[src/rtl/quadrature_tracker_pkg.sv]
// Quadrature tracker shared types.
// Gray state order, transition lookup, count direction.
package quadrature_tracker_pkg;

  typedef enum logic [1:0] {
    Q_00 = 2'b00,
    Q_01 = 2'b01,
    Q_11 = 2'b11,
    Q_10 = 2'b10
  } gray_e;

  typedef enum logic {
    DIR_UP   = 1'b0,
    DIR_DOWN = 1'b1
  } dir_e;

  function automatic logic [1:0] gray_fwd(
    input logic [1:0] q
  );
    logic [1:0] n;
    n = Q_00;
    unique case (q)
      Q_00: n = Q_01;
      Q_01: n = Q_11;
      Q_11: n = Q_10;
      Q_10: n = Q_00;
    endcase
    return n;
  endfunction

  function automatic logic [1:0] gray_rev(
    input logic [1:0] q
  );
    logic [1:0] n;
    n = Q_00;
    unique case (q)
      Q_00: n = Q_10;
      Q_10: n = Q_11;
      Q_11: n = Q_01;
      Q_01: n = Q_00;
    endcase
    return n;
  endfunction

endpackage

[src/rtl/hysteresis_comparator.sv]
// Signed hysteresis comparator with sticky armed flag.
// A swapped threshold pair freezes the channel.
module hysteresis_comparator #(
  parameter int W = 16
) (
  input  logic                aclk,
  input  logic                aresetn,
  input  logic                en,
  input  logic signed [W-1:0] sample,
  input  logic signed [W-1:0] lower,
  input  logic signed [W-1:0] upper,
  output logic                level,
  output logic                armed
);

  logic cfg_ok;
  logic above;
  logic below;

  assign cfg_ok = upper >= lower;
  assign above  = sample > upper;
  assign below  = sample < lower;

  always_ff @(posedge aclk or negedge aresetn) begin
    if (!aresetn) begin
      level <= 1'b0;
      armed <= 1'b0;
    end else if (en && cfg_ok) begin
      if (above) begin
        level <= 1'b1;
        armed <= 1'b1;
      end else if (below) begin
        level <= 1'b0;
        armed <= 1'b1;
      end
    end
  end

endmodule

[src/rtl/quadrature_tracker.sv]
// Two-stage quadrature decoder: hysteresis slicing, then
// saturating position / error accumulation onto an AXI stream.
module quadrature_tracker #(
  parameter int S_AXIS_TDATA_WIDTH = 32,
  parameter int M_AXIS_TDATA_WIDTH = 32,
  parameter int ERR_WIDTH          = 16
) (
  input  logic                                 aclk,
  input  logic                                 aresetn,
  input  logic signed [S_AXIS_TDATA_WIDTH/2-1:0] FC_lower_threshold_a,
  input  logic signed [S_AXIS_TDATA_WIDTH/2-1:0] FC_upper_threshold_a,
  input  logic signed [S_AXIS_TDATA_WIDTH/2-1:0] FC_lower_threshold_b,
  input  logic signed [S_AXIS_TDATA_WIDTH/2-1:0] FC_upper_threshold_b,
  input  logic [4:0]                           FC_log_scale,
  input  logic                                 FC_invert,
  input  logic                                 FC_clear,
  input  logic                                 S_AXIS_tvalid,
  output logic                                 S_AXIS_tready,
  input  logic [S_AXIS_TDATA_WIDTH-1:0]        S_AXIS_tdata,
  output logic                                 M_AXIS_tvalid,
  input  logic                                 M_AXIS_tready,
  output logic [M_AXIS_TDATA_WIDTH-1:0]        M_AXIS_tdata,
  output logic [ERR_WIDTH-1:0]                 error_count
);
  import quadrature_tracker_pkg::*;

  localparam int H = S_AXIS_TDATA_WIDTH / 2;
  localparam int M = M_AXIS_TDATA_WIDTH;
  localparam logic signed [M:0] PMAX = {2'b00, {(M-1){1'b1}}};
  localparam logic signed [M:0] PMIN = {2'b11, {(M-1){1'b0}}};

  logic en;
  logic adv1;
  logic v1;
  logic lvl_a, lvl_b;
  logic arm_a, arm_b;
  logic signed [H-1:0] smp_a, smp_b;

  assign en            = ~M_AXIS_tvalid | M_AXIS_tready;
  assign S_AXIS_tready = en;
  assign adv1          = en & S_AXIS_tvalid;
  assign smp_a         = S_AXIS_tdata[H-1:0];
  assign smp_b         = S_AXIS_tdata[S_AXIS_TDATA_WIDTH-1:H];

  hysteresis_comparator #(.W(H)) u_cmp_a (
    .aclk    (aclk),
    .aresetn (aresetn),
    .en      (adv1),
    .sample  (smp_a),
    .lower   (FC_lower_threshold_a),
    .upper   (FC_upper_threshold_a),
    .level   (lvl_a),
    .armed   (arm_a)
  );

  hysteresis_comparator #(.W(H)) u_cmp_b (
    .aclk    (aclk),
    .aresetn (aresetn),
    .en      (adv1),
    .sample  (smp_b),
    .lower   (FC_lower_threshold_b),
    .upper   (FC_upper_threshold_b),
    .level   (lvl_b),
    .armed   (arm_b)
  );

  always_ff @(posedge aclk or negedge aresetn) begin
    if (!aresetn) begin
      v1 <= 1'b0;
    end else if (en) begin
      v1 <= S_AXIS_tvalid;
    end
  end

  logic [1:0]          q;
  logic [1:0]          prev;
  logic                both, fwd, rev, jump, err_inc;
  dir_e                dir;
  logic [4:0]          shamt;
  logic signed [M-1:0] position;
  logic signed [M-1:0] pos_n;
  logic signed [M:0]   pos_w, step_w, sum_w;

  always_comb begin
    q      = {lvl_b, lvl_a};
    both   = arm_a & arm_b;
    fwd    = q == gray_fwd(prev);
    rev    = q == gray_rev(prev);
    jump   = (q ^ prev) == 2'b11;
    dir    = (fwd ^ FC_invert) ? DIR_UP : DIR_DOWN;
    // Oversized scales clamp so one step never reaches the rails alone
    shamt  = (int'(FC_log_scale) >= M - 1) ? 5'(M - 2) : FC_log_scale;
    step_w = (M+1)'(1) << shamt;
    pos_w  = {position[M-1], position};
    sum_w  = (dir == DIR_UP) ? pos_w + step_w : pos_w - step_w;
    pos_n  = position;
    if (both && (fwd || rev)) begin
      if (sum_w > PMAX)      pos_n = PMAX[M-1:0];
      else if (sum_w < PMIN) pos_n = PMIN[M-1:0];
      else                   pos_n = sum_w[M-1:0];
    end
    err_inc = both & jump & ~&error_count;
  end

  always_ff @(posedge aclk or negedge aresetn) begin
    if (!aresetn) begin
      M_AXIS_tvalid <= 1'b0;
      M_AXIS_tdata  <= '0;
      position      <= '0;
      error_count   <= '0;
      prev          <= Q_00;
    end else begin
      if (en) begin
        M_AXIS_tvalid <= v1;
        if (v1) begin
          prev         <= q;
          position     <= pos_n;
          M_AXIS_tdata <= FC_clear ? '0 : pos_n;
          if (err_inc) error_count <= error_count + 1'b1;
        end
      end
      // Clear wins over any same-cycle update
      if (FC_clear) begin
        position    <= '0;
        error_count <= '0;
      end
    end
  end

endmodule

[config.mk]
export PLATFORM = sky130hd
export DESIGN_NAME = quadrature_tracker
export DESIGN_NICKNAME = d
export VERILOG_FILES = /design/src/rtl/quadrature_tracker_pkg.sv /design/src/rtl/hysteresis_comparator.sv /design/src/rtl/quadrature_tracker.sv
export SDC_FILE = /design/constraint.sdc
export NUM_CORES = 1
export LEC_CHECK = 0
export ABC_AREA = 1
export CORE_ASPECT_RATIO = 1.75
export CORE_MARGIN = 4
export CORE_UTILIZATION = 25
export DETAILED_ROUTE_END_ITERATION = 16
export PLACE_DENSITY = 0.56
export SETUP_SLACK_MARGIN = 0.05
export SYNTH_ARGS = -nofsm -noshare
export SYNTH_HDL_FRONTEND = slang
export SYNTH_HIERARCHICAL = 1
export SYNTH_SLANG_ARGS = --single-unit
[constraint.sdc]
create_clock -name aclk -period 7.5 [get_ports aclk]
set_input_delay 1.5 -clock aclk [delete_from_list [all_inputs] [get_ports aclk]]
set_output_delay 1.5 -clock aclk [all_outputs]
set_load 0.01 [all_outputs]
# Yosys cells after proc, flatten, opt, wreduce, memory -nomap -nowiden

Cells that the tools add are included.

Register bits after elaboration: 88
Latch bits: 0
RAM bits: 0
Bits in read-only memories: 0
Bits of input ports: 107
Logic and storage cells: 77
Memories: 0

$add $sub $neg: 3
Multipliers: 0
Div/mod/pow operators: 0
Magnitude comparators: 9
Equal/unequal tests: 6
Shifts and indexed selects: 1
Mux-type cells: 23
Bitwise logic cells: 8
Reduce and logical (&&, ||, !) cells: 17

Operators by type and width:

| operator                | number |
|---|---|
| $mux W32                | 7 |
| $mux W16                | 4 |
| $add A32 B33 Y33        | 1 |
| $gt A33 B32 Y1 const B  | 1 |
| $lt A33 B32 Y1 const B  | 1 |
| $mux W33                | 1 |
| $shl A1 B5 Y33 const A  | 1 |
| $sub A32 B33 Y33        | 1 |
| $ge A16 B16 Y1          | 2 |
| $gt A16 B16 Y1          | 2 |
| $lt A16 B16 Y1          | 2 |
| $add A16 B1 Y16 const B | 1 |
| $pmux W2 S4             | 2 |
| $reduce_and A16 Y1      | 1 |
| $reduce_bool A2 Y1      | 5 |
| $mux W1                 | 8 |
| $reduce_and A2 Y1       | 4 |
| $eq A2 B2 Y1 const B    | 3 |
| $ge A5 B5 Y1 const B    | 1 |
| $mux W5                 | 1 |
| $and A1 B1 Y1           | 4 |
| $eq A2 B2 Y1            | 2 |
| $logic_and A1 B1 Y1     | 3 |
| $reduce_and A3 Y1       | 1 |
| 8 further kinds         | 8 |

# Depth between registers and ports, before layout

Gate-level depths: netlist of run 1.

Depth after elaboration: 12
Depth in mapped cells: 29

# By module

The synthesis of run 1 kept the hierarchy.

Modules (own cells, without submodules):

| module                | times used | cells each | area an instance (sq um) | sequential area each (sq um) |
|---|---|---|---|---|
| quadrature_tracker    | 1          | 1109       | 6861.6                   | 2102.0 |
| hysteresis_comparator | 2          | 209        | 1336.3                   | 50.0 |

# Least setup slack after synthesis of run 1

Ideal clock, no wire load.

Kind: input to register
From: input port FC_log_scale[4]
To: register M_AXIS_tdata[0]
Data arrival time: 4614 ps
Required time: 7382 ps
Setup slack: 2768 ps
Cell stages on the path: 26
Buffers on the path: 2
Cells stage by stage: buf_2 inv_1 nand2_1 inv_1 nand2_1 ha_1 nand4_1 nor2_1 nand3_1 nor2_1 nor2_1 xor2_1 ha_1 a21oi_1 nand2_1 nand2_1 nand2_1 a21oi_1 nand2_1 nand2_1 nand2_1 a21oi_4 buf_6 nand2_1 nand2_1 nand2_1

Longest elaborated chain between the ends: 10
Elaborated cells on any way between the ends: 12

RTL lines:

| item                                                        | line                      | RTL |
|---|---|---|
| from (decl)                                                 | quadrature_tracker.sv:14  | `input logic [4:0] FC_log_scale,` |
| $ge A5 B5 Y1                                                | quadrature_tracker.sv:92  | `shamt = (int'(FC_log_scale) >= M - 1) ? 5'(M - 2) : FC_log_scale;` |
| $mux W5 (*)                                                 | quadrature_tracker.sv:92  |  |
| $shl A1 B5 Y33 (*)                                          | quadrature_tracker.sv:93  | `step_w = (M+1)'(1) << shamt;` |
| $sub A32 B33 Y33 / $add A32 B33 Y33 (equally long branches) | quadrature_tracker.sv:95  | `sum_w = (dir == DIR_UP) ? pos_w + step_w : pos_w - step_w;` |
| $mux W33 (*)                                                | quadrature_tracker.sv:95  |  |
| $lt A33 B32 Y1                                              | quadrature_tracker.sv:99  | `else if (sum_w < PMIN) pos_n = PMIN[M-1:0];` |
| $mux W32                                                    | quadrature_tracker.sv:99  |  |
| $mux W32 (*)                                                | quadrature_tracker.sv:98  | `if (sum_w > PMAX) pos_n = PMAX[M-1:0];` |
| $mux W32 (*)                                                | quadrature_tracker.sv:97  | `if (both && (fwd \|\| rev)) begin` |
| $mux W32 (*)                                                | quadrature_tracker.sv:118 | `M_AXIS_tdata <= FC_clear ? '0 : pos_n;` |
| to (signal assigned)                                        | quadrature_tracker.sv:118 |  |
| to (decl)                                                   | quadrature_tracker.sv:22  | `output logic [M_AXIS_TDATA_WIDTH-1:0] M_AXIS_tdata,` |

Every way passes the cells marked *; elsewhere a longest branch is shown, timed or not.
A chain may end at the register's enable or synchronous reset.

# Worst setup path after layout of run 1

From: input port FC_log_scale[4]
To: register position[15]

Longest elaborated chain between the ends: 12
Elaborated cells on any way between the ends: 14

RTL lines:

| item                                                        | line                      | RTL |
|---|---|---|
| $ge A5 B5 Y1                                                | quadrature_tracker.sv:92  |  |
| $mux W5 (*)                                                 | quadrature_tracker.sv:92  |  |
| $shl A1 B5 Y33 (*)                                          | quadrature_tracker.sv:93  |  |
| $sub A32 B33 Y33 / $add A32 B33 Y33 (equally long branches) | quadrature_tracker.sv:95  |  |
| $mux W33 (*)                                                | quadrature_tracker.sv:95  |  |
| $lt A33 B32 Y1                                              | quadrature_tracker.sv:99  |  |
| $mux W32                                                    | quadrature_tracker.sv:99  |  |
| $mux W32 (*)                                                | quadrature_tracker.sv:98  |  |
| $mux W32 (*)                                                | quadrature_tracker.sv:97  |  |
| $mux W32 (*)                                                | quadrature_tracker.sv:115 | `if (v1) begin` |
| $mux W32 (*)                                                | quadrature_tracker.sv:113 | `if (en) begin` |
| $mux W32 (*)                                                | quadrature_tracker.sv:123 | `if (FC_clear) begin` |
| to (signal assigned)                                        | quadrature_tracker.sv:117 | `position <= pos_n;` |
| to (decl)                                                   | quadrature_tracker.sv:80  | `logic signed [M-1:0] position;` |

Every way passes the cells marked *; elsewhere a longest branch is shown, timed or not. The select of a mux whose other input is x is not followed.

==> results of run 1 <==
[where the power goes]
part | leakage [nW] | switching (mW) | internal (mW) | total (mW)
clock | 0.139 | 0.200 | 0.251 | 0.452
combinational | 5.27 | 1.55 | 0.905 | 2.45
sequential | 1.17 | 0.145 | 0.652 | 0.798
[final timing paths]
| check | to | slack, ns | depth (start not counted) |
|---|---|---|---|
| worst min register to register | u_cmp_b/armed | 0.47 | 2 |
| worst min-delay path | u_cmp_b/armed | 0.47 | 2 |
| worst max register to register | position[15] | 3.04 | 23 |
| max in group asynchronous | error_count[11] | 5.35 | 2 |
| worst max-delay path | position[15] | 1.39 | 26 |
| min in group asynchronous | position[16] | 1.11 | 1 |
[synth_stat cells (all sizes together) (4+ instances only)]
cell	count	area (um2)
a21oi	85	444
buf	12	97.6
clkbuf	13	48.8
dfrtp	88	2200
ha	129	1610
inv	221	830
nand2	591	2260
nand3	62	310
nand3b	5	41.3
nand4	10	62.6
nor2	176	671
nor3	15	85.1
nor4	6	73.8
o21a	6	45.0
o21ai	43	215
o21bai	11	82.6
or2	4	25.0
xnor2	11	96.3
xor2	22	193
[cells by family after synthesis]
logic type / after synthesis
DFF: 88
AOI/OAI and AO/OA: 157
buffers and inverters: 246
and+or+nand+nor: 873
adders and majority gates: 130
xor gates and xnor gates: 33
[metrics by stage]
step	utilization (%)	hold WS (ns)	total power [mW]
floorplan	-	0.433	2.55
global placement	30.8	0.448	3.27
detailed placement	30.8	0.458	3.29
CTS	31.6	0.475	3.77
global route	31.6	0.496	4.13
finish	31.6	0.471	3.70
[critical path, cell delays in order]
cell and delay [ns]:
clkdlybuf4s50_1 0.67, inv_1 0.16, nand2_1 0.24, inv_1 0.15
nand2_1 0.14, ha_1 0.24, nand4_1 0.17, nor2_1 0.21
nand3_1 0.13, nor2_1 0.25, nor2_1 0.08, xor2_1 0.20
ha_1 0.33, a21oi_1 0.24, nand2_1 0.12, nand2_1 0.07
nand2_1 0.04, a21oi_1 0.25, nand2_1 0.12, nand2_1 0.07
nand2_1 0.08, a21oi_4 0.45, buf_12 0.22, nand2_1 0.06
nand2_1 0.08, nand2_1 0.06
[flip-flops by register name, indices dropped and copies added (netlist names)]
signal	cells
u_cmp_a/level	1
u_cmp_a/armed	1
v1	1
u_cmp_b/level	1
position	32
M_AXIS_tdata	32
prev	2
error_count	16
M_AXIS_tvalid	1
u_cmp_b/armed	1
[per-layer routing]
metal  vias to the layer above  track usage, %
li1                       5081               -
met1                      4380            14.4
met2                       209            30.0
met3                        61            2.68
met4                         0            6.58
met5                         -               0
[cell type report]
class	instances	area (um2)
Clock buffer	14	274
Clock inverter	2	12.5
Fill cell	4219	25700
Inverter	221	830
Multi-Input combinational cell	1193	6370
Sequential cell	88	2200
Tap cell	480	601
Timing Repair Buffer	160	1600
==> impl_metrics.env, run 1 <==
export IMPL_crit_path_start="FC_log_scale[4]"
export IMPL_final_nets=1910
export IMPL_first_global_vias=10095
export IMPL_synth_fa_ha_area_share_pct=17.1
export IMPL_p_per_area_mw_per_mm2=312
export IMPL_ys_types=43
export IMPL_min_period_ns=6.11
export IMPL_antenna_left=0
export IMPL_cts_resized=0
export IMPL_min_period_over_period_pct=81.4
export IMPL_synthToLayoutAreaGrowth_pct=24.7
export IMPL_cts_buffers=9
export IMPL_overflow=0
export IMPL_die_w_um=156
export IMPL_synthMuxAreaShare_pct=0
export IMPL_layout_setup_ws_ns=1.39
export IMPL_die_area_mm2=0.0414
export IMPL_clk_latency_ns=0.38
export IMPL_slew_viol_final=0
export IMPL_place_area_mm2=0.0116
export IMPL_finalHoldViolations=0
export IMPL_synth_top_family_by_area="simple AND/OR/NAND/NOR gates"
export IMPL_required_ns=7.76
export IMPL_synth_async_reset_ratio_pct=100
export IMPL_antenna_found_initial=0
export IMPL_postRouteWirelength_um=30400
export IMPL_syn_inst=1527
export IMPL_h_tree_depth=3
export IMPL_drt_initial_drc_count=340
export IMPL_ios=157
export IMPL_worstMarginPinSlew_ns=0.879
export IMPL_final_setup_tns_ns=0
export IMPL_viasPerCell=4.51
export IMPL_post_place_cells=2142
export IMPL_setup_viol=0
export IMPL_antennaDiodeCount=0
export IMPL_cp_start_kind="input port"
export IMPL_seq_area_frac_synth_pct=23.1
export IMPL_start_util_pct=25.3
export IMPL_worst_ep_arrival_time_ns=6.36
export IMPL_cts_path_max_buffers=2
export IMPL_drt_met1_wl_um=10800
export IMPL_synth_avg_cell_area_um2=6.24
export IMPL_clk_pin_slew_ns=0.06
export IMPL_irDropWorstVdd_v=0.000218
export IMPL_final_common_cell="nand2_1"
export IMPL_grt_max_degree=47
export IMPL_synth_xor_area_share_pct=3.03
export IMPL_fin_skew_ns=0.0129
export IMPL_io_buffer_count=156
export IMPL_r2r_start="u_cmp_b/level"
export IMPL_dp_hpwl_um=25500
export IMPL_synth_edf_count=0
export IMPL_cp_end_kind="flop"
export IMPL_first_pass_iters=5
export IMPL_yosysWarningCount=6
export IMPL_highest_layer="met4"
export IMPL_hold_class="flop to flop"
export IMPL_place_congestion=0.943
export IMPL_core_area_mm2=0.0376
export IMPL_criticalPathCategory="input port to flop"
export IMPL_ys_seq_elements=88
export IMPL_wl_met2_um=17100
export IMPL_final_area_mm2=0.0119
export IMPL_rsz0062_at_grt="no"
export IMPL_hold_start="u_cmp_b/armed"
export IMPL_worst_path_max_fanout=17
export IMPL_grt_total_usage_pct=14.9
export IMPL_synth_ff_type="dfrtp_1"
export IMPL_status="complete, no violations"
export IMPL_syn_area_mm2=0.00953
export IMPL_synthSimpleGateAreaFrac_pct=37.3
export IMPL_root_buffer="clkbuf_16"
export IMPL_met3_length_um=1310
export IMPL_dp_worst_setup_slack_ns=1.00
export IMPL_synthesis_nets=1764
export IMPL_final_cell_mix="nand2_1, inv_1, nor2_1"
export IMPL_drc=0
export IMPL_p_leak_nw=6.58
export IMPL_synth_compound_area_share_pct=9.16
export IMPL_routedWlPerCell_um=14.1
export IMPL_cts_hold_repair_buffers=0
export IMPL_final_layout_size_suffix_gt1_share_pct=3.10
export IMPL_slew_headroom_pct=41.3
export IMPL_cts_setup_buffers=0
export IMPL_row_count=94
export IMPL_cap_violations=0
export IMPL_cts_tree="yes"
export IMPL_cts_sinks=88
export IMPL_grt_pass1_wl_um=49600
export IMPL_max_freq_ghz=0.164
export IMPL_instances_no_fill=2158
export IMPL_die_y_um=266
export IMPL_vias=9731
Note: power is estimated with default switching activity, not from simulation.
==> inputs of run 2 (changes only) <==
==> constraint.sdc (replaced) <==
create_clock -name aclk -period 6.1 [get_ports aclk]
set_input_delay 1.22 -clock aclk [delete_from_list [all_inputs] [get_ports aclk]]
set_output_delay 1.22 -clock aclk [all_outputs]
set_load 0.01 [all_outputs]
==> run 2 against run 1 <==
  * Non-clock buffer count up 11
  * Design area is 0.86% higher
  * Setup slack lost 0.64 ns
  * Sequential power increased by 23%
  * Sequential cell count stayed put
  * Critical path type unchanged
  * Largest power group unchanged
==> impl_metrics.env, run 2 (same netlist as run 1, synthesis figures left out) <==
export IMPL_final_setup_tns_ns=0
export IMPL_clk_pin_slew_ns=0.07
export IMPL_antenna_left=0
export IMPL_required_ns=6.36
export IMPL_core_area_mm2=0.0376
export IMPL_drc=0
export IMPL_root_buffer="clkbuf_16"
export IMPL_place_area_mm2=0.0117
export IMPL_first_pass_iters=6
export IMPL_r2r_start="prev[0]"
export IMPL_finalHoldViolations=0
export IMPL_instances_no_fill=2169
export IMPL_first_global_vias=10138
export IMPL_routedWlPerCell_um=14.5
export IMPL_overflow=0
export IMPL_hold_start="u_cmp_b/armed"
export IMPL_grtUsageMet2_pct=30.3
export IMPL_cap_violations=0
export IMPL_viasPerCell=4.59
export IMPL_die_y_um=266
export IMPL_place_congestion=0.984
export IMPL_final_cell_mix="nand2_1, inv_1, nor2_1"
export IMPL_rsz0062_at_grt="no"
export IMPL_worst_path_max_fanout=31
export IMPL_top_usage_layer="met2"
export IMPL_postRouteWirelength_um=31400
export IMPL_worst_ep_arrival_time_ns=5.61
export IMPL_post_place_cells=2153
export IMPL_reg_top3="M_AXIS_tdata (32), position (32), error_count (16)"
export IMPL_max_freq_ghz=0.187
export IMPL_layout_setup_ws_ns=0.751
export IMPL_die_w_um=156
export IMPL_synthToLayoutAreaGrowth_pct=25.8
export IMPL_drt_initial_drc_count=321
export IMPL_criticalPathCategory="input port to flop"
export IMPL_r2r_cells=23
export IMPL_p_per_area_mw_per_mm2=386
export IMPL_fin_skew_ns=0.0103
export IMPL_cts_path_max_buffers=2
export IMPL_min_period_ns=5.35
export IMPL_final_layout_size_suffix_gt1_share_pct=3.85
export IMPL_postLayoutCoreUtil_pct=31.9
export IMPL_min_period_over_period_pct=87.7
export IMPL_h_tree_depth=3
export IMPL_final_common_cell="nand2_1"
export IMPL_hold_path_depth=2
export IMPL_status="complete, no violations"
export IMPL_setup_viol=0
export IMPL_met1_usage_pct=14.7
export IMPL_cp_end_kind="flop"
export IMPL_ios=157
export IMPL_antennaDiodeCount=0
export IMPL_grt_max_degree=47
export IMPL_io_buffer_count=156
export IMPL_cts_buffers=9
export IMPL_grt_pass1_wl_um=50500
export IMPL_slew_headroom_pct=41.5
export IMPL_worstMarginPinSlew_ns=0.876
export IMPL_cts_sinks=88
export IMPL_p_leak_nw=6.64
export IMPL_antenna_found_initial=0
export IMPL_reg2reg_setup_slack_ns=1.94
export IMPL_start_util_pct=25.3
export IMPL_r2r_end="M_AXIS_tdata[28]"
export IMPL_whs_endpoint="u_cmp_b/armed"
export IMPL_final_nets=1921
export IMPL_irDropWorstVdd_v=0.000284
export IMPL_die_area_mm2=0.0414
export IMPL_dp_worst_setup_slack_ns=0.475
export IMPL_grt_total_usage_pct=15.3
export IMPL_cts_hold_repair_buffers=0
export IMPL_cts_tree="yes"
export IMPL_dp_hpwl_um=26200
export IMPL_cts_resized=0
export IMPL_cp_start_kind="input port"
export IMPL_clk_latency_ns=0.37
export IMPL_cts_setup_buffers=0
export IMPL_row_count=94
export IMPL_vias=9949
export IMPL_slew_viol_final=0
export IMPL_hold_class="flop to flop"
export IMPL_global_route_usage_met3_pct=2.94
export IMPL_final_area_mm2=0.0120
[run 2: final cells by class]
class | count | area [um2]
clock buffers | 10 | 239
clock inverters | 6 | 67.6
fillers | 4181 | 25600
inverters | 221 | 830
multi-input cells | 1193 | 6370
flip-flops and latches | 88 | 2200
well taps | 480 | 601
repair buffers | 171 | 1680
[run 2: worst max path at each step]
stage                         start  depth (start not counted)               end
finish              FC_log_scale[3]                         26  M_AXIS_tdata[28]
global route        FC_log_scale[3]                         26  M_AXIS_tdata[20]
CTS                 FC_log_scale[3]                         26  M_AXIS_tdata[28]
detailed placement  FC_log_scale[4]                         26      position[14]
global placement    FC_log_scale[4]                         26  M_AXIS_tdata[19]
floorplan           FC_log_scale[4]                         26   M_AXIS_tdata[0]
[run 2: through the flow]
| step | power, mW | hold slack, ns |
|---|---|---|
| floorplan | 3.14 | 0.433 |
| finish | 4.63 | 0.467 |
| CTS | 4.70 | 0.474 |
| detailed placement | 4.07 | 0.457 |
| global placement | 4.04 | 0.452 |
| global route | 5.14 | 0.498 |
[run 2: per-layer routing]
layer / wire [um] / up-vias
met4: 1460 / 0
met3: 1310 / 72
met2: 17400 / 215
met5: 0 / -
met1: 11200 / 4542
li1: - / 5120
[run 2: critical path: stages]
cell	delay (ns)
clkdlybuf4s50_1	0.58
inv_1	0.16
nand2_1	0.24
inv_1	0.15
nand2_1	0.14
ha_1	0.19
nand4_1	0.17
nor2_1	0.24
nand3_1	0.16
nor2_1	0.23
nor2_1	0.08
xor2_1	0.17
ha_1	0.37
nand2_1	0.09
inv_1	0.08
nand2_1	0.13
nor3b_1	0.23
nand2_1	0.11
nand2_1	0.10
nand2_1	0.05
nand2_1	0.09
nand2_4	0.24
nand2_1	0.16
nand2_1	0.07
nand2_1	0.08
nand2_1	0.06
[run 2: power breakdown]
part           total [mW]  switching, mW  internal [mW]
Sequential          0.983          0.181          0.801
Clock               0.595          0.265          0.330
Combinational        3.05           1.92           1.13
Total                4.63           2.37           2.26
